$ cat src/rtl/mem_arbiter_if.sv
// Bus bundle between the memory arbiter and its CPU, weight-loader and memory neighbours.
// The arbiter uses the slave view; the surrounding system (or bench) uses the master view.
interface mem_arbiter_if #(
  parameter int unsigned ADDR_W = 16,
  parameter int unsigned DATA_W = 32
) ();

  // CPU port
  logic              cpuMemRead;
  logic              cpuMemWrite;
  logic [ADDR_W-1:0] cpuAddr;
  logic [DATA_W-1:0] cpuWData;
  logic              cpuStall;
  logic              cpuDone;
  logic [DATA_W-1:0] cpuRData;

  // Weight-loader port
  logic              ldrReq;
  logic              ldrWrite;
  logic [ADDR_W-1:0] ldrAddr;
  logic [DATA_W-1:0] ldrWData;
  logic              ldrDone;
  logic [DATA_W-1:0] ldrRData;

  // Memory port
  logic              memEn;
  logic              memWe;
  logic [ADDR_W-1:0] memAddr;
  logic [DATA_W-1:0] memWData;
  logic [DATA_W-1:0] memRData;
  logic              memReady;

  logic              errFlag;

  modport slave (
    input  cpuMemRead, cpuMemWrite, cpuAddr, cpuWData,
    output cpuStall, cpuDone, cpuRData,
    input  ldrReq, ldrWrite, ldrAddr, ldrWData,
    output ldrDone, ldrRData,
    output memEn, memWe, memAddr, memWData,
    input  memRData, memReady,
    output errFlag
  );

  modport master (
    output cpuMemRead, cpuMemWrite, cpuAddr, cpuWData,
    input  cpuStall, cpuDone, cpuRData,
    output ldrReq, ldrWrite, ldrAddr, ldrWData,
    input  ldrDone, ldrRData,
    input  memEn, memWe, memAddr, memWData,
    output memRData, memReady,
    input  errFlag
  );

endinterface

$ cat src/rtl/mem_arbiter.sv
// Single-port memory arbiter between a CPU and a weight loader, with a CPU-streak
// fairness limit, a memReady watchdog and a sticky error flag.
module mem_arbiter #(
  parameter int unsigned ADDR_W     = 16,
  parameter int unsigned DATA_W     = 32,
  parameter int unsigned FAIR_LIMIT = 4,
  parameter int unsigned TIMEOUT    = 255
) (
  input  logic          clk,
  input  logic          reset,
  mem_arbiter_if.slave  bus
);

  localparam int unsigned WdogW = $clog2(TIMEOUT + 1);

  typedef enum logic [1:0] {StIdle, StCpuAcc, StLdrAcc, StDone} state_e;

  state_e state_q, state_d;

  logic [2:0]        streak_q, streak_d;
  logic [WdogW-1:0]  wdog_q, wdog_d;
  logic              owner_q, owner_d;  // 1: loader owns the current access
  logic              we_q, we_d;
  logic [ADDR_W-1:0] addr_q, addr_d;
  logic [DATA_W-1:0] wdata_q, wdata_d;
  logic [DATA_W-1:0] cpu_rdata_q, cpu_rdata_d;
  logic [DATA_W-1:0] ldr_rdata_q, ldr_rdata_d;
  logic              err_q, err_d;

  logic cpu_req, cpu_win, ldr_win, in_acc, timeout, acc_end, grant;
  logic cpu_done, ldr_done;
  logic [DATA_W-1:0] rdata_cap;

  assign cpu_req = bus.cpuMemRead | bus.cpuMemWrite;
  assign ldr_win = bus.ldrReq & (~cpu_req | (streak_q == 3'(FAIR_LIMIT)));
  assign cpu_win = cpu_req & ~ldr_win;
  assign grant   = (state_q == StIdle) & (ldr_win | cpu_win);
  assign in_acc  = (state_q == StCpuAcc) | (state_q == StLdrAcc);
  assign timeout = in_acc & ~bus.memReady & (wdog_q == WdogW'(TIMEOUT - 1));
  assign acc_end = in_acc & (bus.memReady | timeout);
  // A timed-out read returns all-ones so the requester sees obviously bad data.
  assign rdata_cap = bus.memReady ? bus.memRData : '1;

  // State register
  always_ff @(posedge clk) begin
    if (reset) begin
      state_q <= StIdle;
    end else begin
      state_q <= state_d;
    end
  end

  // Next-state logic
  always_comb begin
    state_d = state_q;
    unique case (state_q)
      StIdle: begin
        if (ldr_win) begin
          state_d = StLdrAcc;
        end else if (cpu_win) begin
          state_d = StCpuAcc;
        end
      end
      StCpuAcc, StLdrAcc: begin
        if (acc_end) begin
          state_d = StDone;
        end
      end
      StDone:  state_d = StIdle;
      default: state_d = StIdle;
    endcase
  end

  // Output logic
  always_comb begin
    cpu_done     = (state_q == StDone) & ~owner_q;
    ldr_done     = (state_q == StDone) & owner_q;
    bus.cpuDone  = cpu_done;
    bus.ldrDone  = ldr_done;
    bus.cpuStall = cpu_req & ~cpu_done;
    bus.memEn    = in_acc;
    bus.memWe    = we_q;
    bus.memAddr  = addr_q;
    bus.memWData = wdata_q;
    bus.cpuRData = cpu_rdata_q;
    bus.ldrRData = ldr_rdata_q;
    bus.errFlag  = err_q;
  end

  // Datapath next-state: grant capture, fairness streak, watchdog, read capture
  always_comb begin
    streak_d    = streak_q;
    wdog_d      = '0;
    owner_d     = owner_q;
    we_d        = we_q;
    addr_d      = addr_q;
    wdata_d     = wdata_q;
    cpu_rdata_d = cpu_rdata_q;
    ldr_rdata_d = ldr_rdata_q;
    err_d       = err_q;

    if (state_q == StIdle) begin
      if (ldr_win) begin
        streak_d = '0;
      end else if (cpu_win && bus.ldrReq) begin
        if (streak_q < 3'(FAIR_LIMIT)) begin
          streak_d = streak_q + 3'd1;
        end
      end else if (!bus.ldrReq) begin
        streak_d = '0;
      end
    end

    if (grant) begin
      owner_d = ldr_win;
      addr_d  = ldr_win ? bus.ldrAddr  : bus.cpuAddr;
      wdata_d = ldr_win ? bus.ldrWData : bus.cpuWData;
      // A CPU read+write collision is resolved as a write and flagged.
      we_d    = ldr_win ? bus.ldrWrite : bus.cpuMemWrite;
      if (cpu_win && bus.cpuMemRead && bus.cpuMemWrite) begin
        err_d = 1'b1;
      end
    end

    if (in_acc && !acc_end) begin
      wdog_d = wdog_q + WdogW'(1);
    end

    if (acc_end && !we_q) begin
      if (owner_q) begin
        ldr_rdata_d = rdata_cap;
      end else begin
        cpu_rdata_d = rdata_cap;
      end
    end

    if (timeout) begin
      err_d = 1'b1;
    end
  end

  always_ff @(posedge clk) begin
    if (reset) begin
      streak_q    <= '0;
      wdog_q      <= '0;
      owner_q     <= 1'b0;
      we_q        <= 1'b0;
      addr_q      <= '0;
      wdata_q     <= '0;
      cpu_rdata_q <= '0;
      ldr_rdata_q <= '0;
      err_q       <= 1'b0;
    end else begin
      streak_q    <= streak_d;
      wdog_q      <= wdog_d;
      owner_q     <= owner_d;
      we_q        <= we_d;
      addr_q      <= addr_d;
      wdata_q     <= wdata_d;
      cpu_rdata_q <= cpu_rdata_d;
      ldr_rdata_q <= ldr_rdata_d;
      err_q       <= err_d;
    end
  end

endmodule

$ cat src/flat_wrapper.sv
// flat-port wrapper written by rule: the top's interface ports become plain ports
module mem_arbiter_flat 
#(
  parameter int unsigned ADDR_W     = 16,
  parameter int unsigned DATA_W     = 32,
  parameter int unsigned FAIR_LIMIT = 4,
  parameter int unsigned TIMEOUT    = 255
)
  (clk, reset, bus_cpuMemRead, bus_cpuMemWrite, bus_cpuAddr, bus_cpuWData, bus_cpuStall, bus_cpuDone, bus_cpuRData, bus_ldrReq, bus_ldrWrite, bus_ldrAddr, bus_ldrWData, bus_ldrDone, bus_ldrRData, bus_memEn, bus_memWe, bus_memAddr, bus_memWData, bus_memRData, bus_memReady, bus_errFlag);
  mem_arbiter_if #(.ADDR_W(ADDR_W), .DATA_W(DATA_W)) bus_i ();
  input  logic clk;
  input  logic reset;
  input wire logic [$bits(bus_i.cpuMemRead)-1:0] bus_cpuMemRead;
  input wire logic [$bits(bus_i.cpuMemWrite)-1:0] bus_cpuMemWrite;
  input wire logic [$bits(bus_i.cpuAddr)-1:0] bus_cpuAddr;
  input wire logic [$bits(bus_i.cpuWData)-1:0] bus_cpuWData;
  output wire logic [$bits(bus_i.cpuStall)-1:0] bus_cpuStall;
  output wire logic [$bits(bus_i.cpuDone)-1:0] bus_cpuDone;
  output wire logic [$bits(bus_i.cpuRData)-1:0] bus_cpuRData;
  input wire logic [$bits(bus_i.ldrReq)-1:0] bus_ldrReq;
  input wire logic [$bits(bus_i.ldrWrite)-1:0] bus_ldrWrite;
  input wire logic [$bits(bus_i.ldrAddr)-1:0] bus_ldrAddr;
  input wire logic [$bits(bus_i.ldrWData)-1:0] bus_ldrWData;
  output wire logic [$bits(bus_i.ldrDone)-1:0] bus_ldrDone;
  output wire logic [$bits(bus_i.ldrRData)-1:0] bus_ldrRData;
  output wire logic [$bits(bus_i.memEn)-1:0] bus_memEn;
  output wire logic [$bits(bus_i.memWe)-1:0] bus_memWe;
  output wire logic [$bits(bus_i.memAddr)-1:0] bus_memAddr;
  output wire logic [$bits(bus_i.memWData)-1:0] bus_memWData;
  input wire logic [$bits(bus_i.memRData)-1:0] bus_memRData;
  input wire logic [$bits(bus_i.memReady)-1:0] bus_memReady;
  output wire logic [$bits(bus_i.errFlag)-1:0] bus_errFlag;
  assign bus_i.cpuMemRead = bus_cpuMemRead;
  assign bus_i.cpuMemWrite = bus_cpuMemWrite;
  assign bus_i.cpuAddr = bus_cpuAddr;
  assign bus_i.cpuWData = bus_cpuWData;
  assign bus_cpuStall = bus_i.cpuStall;
  assign bus_cpuDone = bus_i.cpuDone;
  assign bus_cpuRData = bus_i.cpuRData;
  assign bus_i.ldrReq = bus_ldrReq;
  assign bus_i.ldrWrite = bus_ldrWrite;
  assign bus_i.ldrAddr = bus_ldrAddr;
  assign bus_i.ldrWData = bus_ldrWData;
  assign bus_ldrDone = bus_i.ldrDone;
  assign bus_ldrRData = bus_i.ldrRData;
  assign bus_memEn = bus_i.memEn;
  assign bus_memWe = bus_i.memWe;
  assign bus_memAddr = bus_i.memAddr;
  assign bus_memWData = bus_i.memWData;
  assign bus_i.memRData = bus_memRData;
  assign bus_i.memReady = bus_memReady;
  assign bus_errFlag = bus_i.errFlag;
  mem_arbiter #(.ADDR_W(ADDR_W), .DATA_W(DATA_W), .FAIR_LIMIT(FAIR_LIMIT), .TIMEOUT(TIMEOUT)) u_core (.clk(clk), .reset(reset), .bus(bus_i));
endmodule
$ cat config.mk
export PLATFORM = sky130hd
export DESIGN_NAME = mem_arbiter_flat
export DESIGN_NICKNAME = d
export VERILOG_FILES = /design/src/rtl/mem_arbiter_if.sv /design/src/rtl/mem_arbiter.sv /design/src/flat_wrapper.sv
export SDC_FILE = /design/constraint.sdc
export NUM_CORES = 1
export LEC_CHECK = 0
export CORE_MARGIN = 5
export CORE_UTILIZATION = 38
export CTS_CLUSTER_SIZE = 24
export DETAILED_ROUTE_END_ITERATION = 7
export MAX_ROUTING_LAYER = met4
export PLACE_DENSITY = 0.76
export SYNTH_ARGS = -nofsm -noshare
export SYNTH_HDL_FRONTEND = slang
export SYNTH_SLANG_ARGS = --single-unit
$ cat constraint.sdc
create_clock -name clk -period 1.7 [get_ports clk]
set_input_delay 0.34 -clock clk [delete_from_list [all_inputs] [get_ports clk]]
set_output_delay 0.34 -clock clk [all_outputs]
set_load 0.03 [all_outputs]
==> flow_summary.rst <==
.. list-table::
   :header-rows: 1

   * - Metric
     - Value
   * - Depth of the worst register-to-register path
     - 6
   * - Die Y
     - 131 um
   * - Final hold violations
     - 0
   * - Clk pin slew, worst setup/hold paths
     - 0.06 ns
   * - Slew at the pin closest to its max-slew limit
     - 0.492 ns
   * - Register-to-register setup slack
     - about 0.07 ns
   * - Slew headroom
     - 67.2%
   * - Vias
     - 5585
   * - Vias in the first global route
     - 5812
   * - Total nets after synthesis
     - a little over 700
   * - Standard-cell row count
     - 44
   * - Maximum number of pins on one net before global-route repair
     - 51
   * - Count of state elements after synthesis
     - 128
   * - Hold Crit Class
     - input port to flip-flop
   * - Highest clock rate
     - between 500 and 600 MHz
   * - Residual DRC count
     - 0
   * - Area grow syn2layout
     - 62.5%
   * - Worst-case clock skew
     - 0.00690 ns
   * - Multi-input gate area
     - 2670 um^2
   * - Die extent in x
     - 131 um
   * - Power per Cell Area
     - 1620 nW/um^2
   * - Critical path required time
     - ~1.4 ns
   * - Number of antenna violations at the first check in global routing
     - 0
   * - YS warnings
     - 0
   * - Worst supply voltage drop on vdd
     - roughly 0.93 mV
   * - Sink count of the clock tree
     - 128
   * - Hold-fix buffers at CTS
     - 0
   * - Outcome
     - complete, no violations
   * - Crit end category
     - output port
   * - Remaining antenna violation count after routing
     - 0
   * - Worst Path Max Fanout
     - 3
   * - Post-layout total power
     - 14.7 mW
   * - Class of the most critical setup path
     - flip-flop to output port
   * - Critical Path Source Type
     - flip-flop
   * - Cell accounting for the most synthesized area
     - dfxtp_1
   * - Setup repair after global routing missed its margin
     - yes
   * - Max-slew violations
     - 0
   * - Portion of the clock cycle consumed by the worst path in the final layout
     - 99.2%
   * - Static leakage power
     - 3.92 nW
   * - Fill cell instance count of the final layout
     - 1215
   * - GRT Residual Overflow
     - 0
   * - Avg Synthesized Cell Area
     - 9.54 um^2
   * - Number of antenna cells inserted
     - 0
   * - Global-route wire length before repair
     - 29100 um
   * - Routed length per instance
     - 18.0 um
   * - Number of failing setup endpoints in the final timing report
     - 0
   * - Detailed Place HPWL
     - 13300 um
   * - Area taken by flip-flops and latches
     - roughly 2600 um^2
   * - Hold_sp
     - reset
   * - Number of iterations in the first detailed-routing pass
     - 5
   * - Main area contributors after synthesis
     - dfxtp_1 46%, a211oi_2 6.7%, nor2_1 6.2%
   * - GRT Util Overall
     - about a fifth
   * - Hold-critical path depth
     - 2
   * - CTS Buf Count
     - 17
   * - Sequential-to-total area share from yosys stat
     - 45.8%
   * - Number of max-capacitance violations reported
     - 0
   * - Destination of the worst register-to-register timing path
     - u_core.bus.ldrRData[5]
   * - Htree depth
     - 4
   * - Hold-critical path endpoint
     - u_core.owner_q
   * - Root buffer selected by CTS
     - clkbuf_16
   * - Share of post-route cells with drive strength above 1
     - 20.6%
   * - Synth async-reset ratio
     - 0%
   * - Initial detailed-routing violation count
     - between 200 and 300
   * - DP Worst Slack
     - -0.257 ns
   * - Post-synthesis instance area
     - 5590 um^2
   * - Launch point of the worst reg-to-reg path
     - u_core.state_q[1]
   * - Starting density of the core
     - 38.6%
   * - Number of input and output port buffers inserted
     - 252
   * - Cell count after synthesis
     - roughly 590
   * - Final wirelength
     - 18600 um
   * - Worst skew pair latency
     - 0.42 ns
   * - Final critical-path setup slack
     - 0.0134 ns
   * - Setup TNS after final layout
     - 0 ns
   * - CTS tree
     - done
   * - Routability cong.
     - 0.835
   * - Area share of the largest cell type after synthesis
     - a little under half
   * - Floorplan die area
     - 17200 um^2
   * - Number of flops mapped to enable cells by yosys
     - 0
   * - Post-layout minimum cycle time
     - 1.69 ns
   * - Post-detailed-route via-to-cell ratio
     - 5.39
   * - Primary flip-flop cell chosen by synthesis mapping
     - dfxtp_1
   * - Synth unique cells
     - 46
   * - I/O pin count
     - 253
   * - Final Net Count
     - ~980
   * - Standard cell core area
     - 14500 um^2
   * - Arrival time of data at the critical path endpoint
     - 1.35 ns
   * - Number of buffers between clock root and the deepest sink
     - 2
==> worst max-delay path, cell delays in order, from the launching register on <==
cell	delay, ns
dfxtp_4	0.36
ha_4	0.16
nor2b_4	0.14
nor2_4	0.14
buf_12	0.13
==> logic make-up (layout without fill, tap and decap cells) <==
group	after synthesis	after routing	synth area share (%)
DFF	128	128	45.8
and+or+nand+nor	221	221	17.4
AOI/OAI and AO/OA	133	134	26.4
adders and majority gates	6	6	1.34
buffers and inverters	92	358	8.10
xor gates and xnor gates	6	6	0.940
==> sequential cells by signal, summed over array words and instances, names as in the netlist <==
| register | count |
|---|---|
| u_core.bus.cpuRData | 32 |
| u_core.bus.ldrRData | 32 |
| u_core.bus.memWData | 32 |
| u_core.bus.memAddr | 16 |
| u_core.wdog_q | 8 |
| u_core.streak_q | 3 |
| u_core.state_q | 2 |
| u_core.bus.errFlag | 1 |
| u_core.bus.memWe | 1 |
| u_core.owner_q | 1 |
==> power breakdown <==
group,internal (mW),leakage [nW],switching (mW)
clock network,2.44,0.291,1.37
logic,2.57,2.58,4.04
registers,3.85,1.05,0.454
==> how the worst max path moves through the flow <==
stage | start | end | slack, ns
floorplan | u_core.state_q[0] | u_core.bus.cpuRData[10] | 0.04
global placement | bus_cpuMemWrite | u_core.state_q[0] | -0.17
detailed placement | bus_cpuMemWrite | u_core.state_q[1] | -0.26
CTS | u_core.state_q[1] | bus_cpuDone | -0.03
global route | u_core.state_q[1] | bus_cpuDone | -0.04
finish | u_core.state_q[1] | bus_cpuStall | 0.01
==> synthesized netlist by cell type (all sizes together), types with 2 or more instances <==
cell type	instances
xor2	5
nor2b	3
nand4	4
nor2	95
clkbuf	24
a21oi	6
and2	2
a211oi	31
nor3	2
dfxtp	128
o221a	31
o21ai	3
nand2	54
nand3	56
inv	40
buf	28
ha	6
a311oi	50
==> metrics by stage <==
step           cell area (um^2)  hold slack, ns  cells  utilization (%)
2_1_floorplan              5610           0.453    586                -
3_3_place_gp               8440           0.444   1001             58.3
3_5_place_dp               8440           0.454   1001             58.3
4_1_cts                    8960           0.205   1033             61.9
5_1_grt                    9080           0.212   1037             62.7
6_report                   9080           0.224   1037             62.7
==> metal layers <==
metal | vias up | track usage [%] | wire length (um)
met5 | - | - | 0
met4 | 0 | 7.89 | 406
met3 | 30 | 7.68 | 1730
met2 | 284 | 33.4 | 8860
met1 | 2646 | 23.9 | 7620
li1 | 2625 | - | -
==> placed cells by master (no fill, tap or decap), types with 2 or more instances in the layout <==
| cell type | count |
|---|---|
| clkdlybuf4s50_1 | 130 |
| clkbuf_16 | 19 |
| clkinv_2 | 3 |
| o21ai_0 | 2 |
| xor2_1 | 5 |
| a311oi_1 | 29 |
| dfxtp_4 | 2 |
| nor2_2 | 2 |
| nor2_1 | 90 |
| buf_12 | 14 |
| o211a_4 | 2 |
| a311oi_2 | 21 |
| ha_4 | 2 |
| clkinv_4 | 2 |
| clkinvlp_4 | 4 |
| inv_2 | 2 |
| buf_6 | 4 |
| buf_4 | 21 |
| nand2_1 | 53 |
| ha_1 | 3 |
| and2_1 | 2 |
| a211oi_2 | 30 |
| o221a_1 | 3 |
| nor2_4 | 3 |
| nand4_1 | 3 |
| o221a_2 | 28 |
| dfxtp_1 | 125 |
| nand3_1 | 56 |
| bufinv_16 | 4 |
| dlygate4sd2_1 | 115 |
| a21oi_1 | 6 |
| nor2b_1 | 2 |
| inv_1 | 38 |
==> area by class of cell <==
cell class	count	area share [%]
multi-input combinational	367	29.4
clock buffer	17	4.68
sequential	128	28.3
timing repair buffer	287	31.3
inverter	40	1.65
tap	184	2.53
clock inverter	14	2.11
==> what timing repair did <==
action,CTS,global route
gates cloned,0,3
gates resized for setup,128,14
endpoints found under the setup margin,131,71
setup buffers,1,1
pin swaps,0,1
No activity file was read; power rests on OpenSTA's default activity.
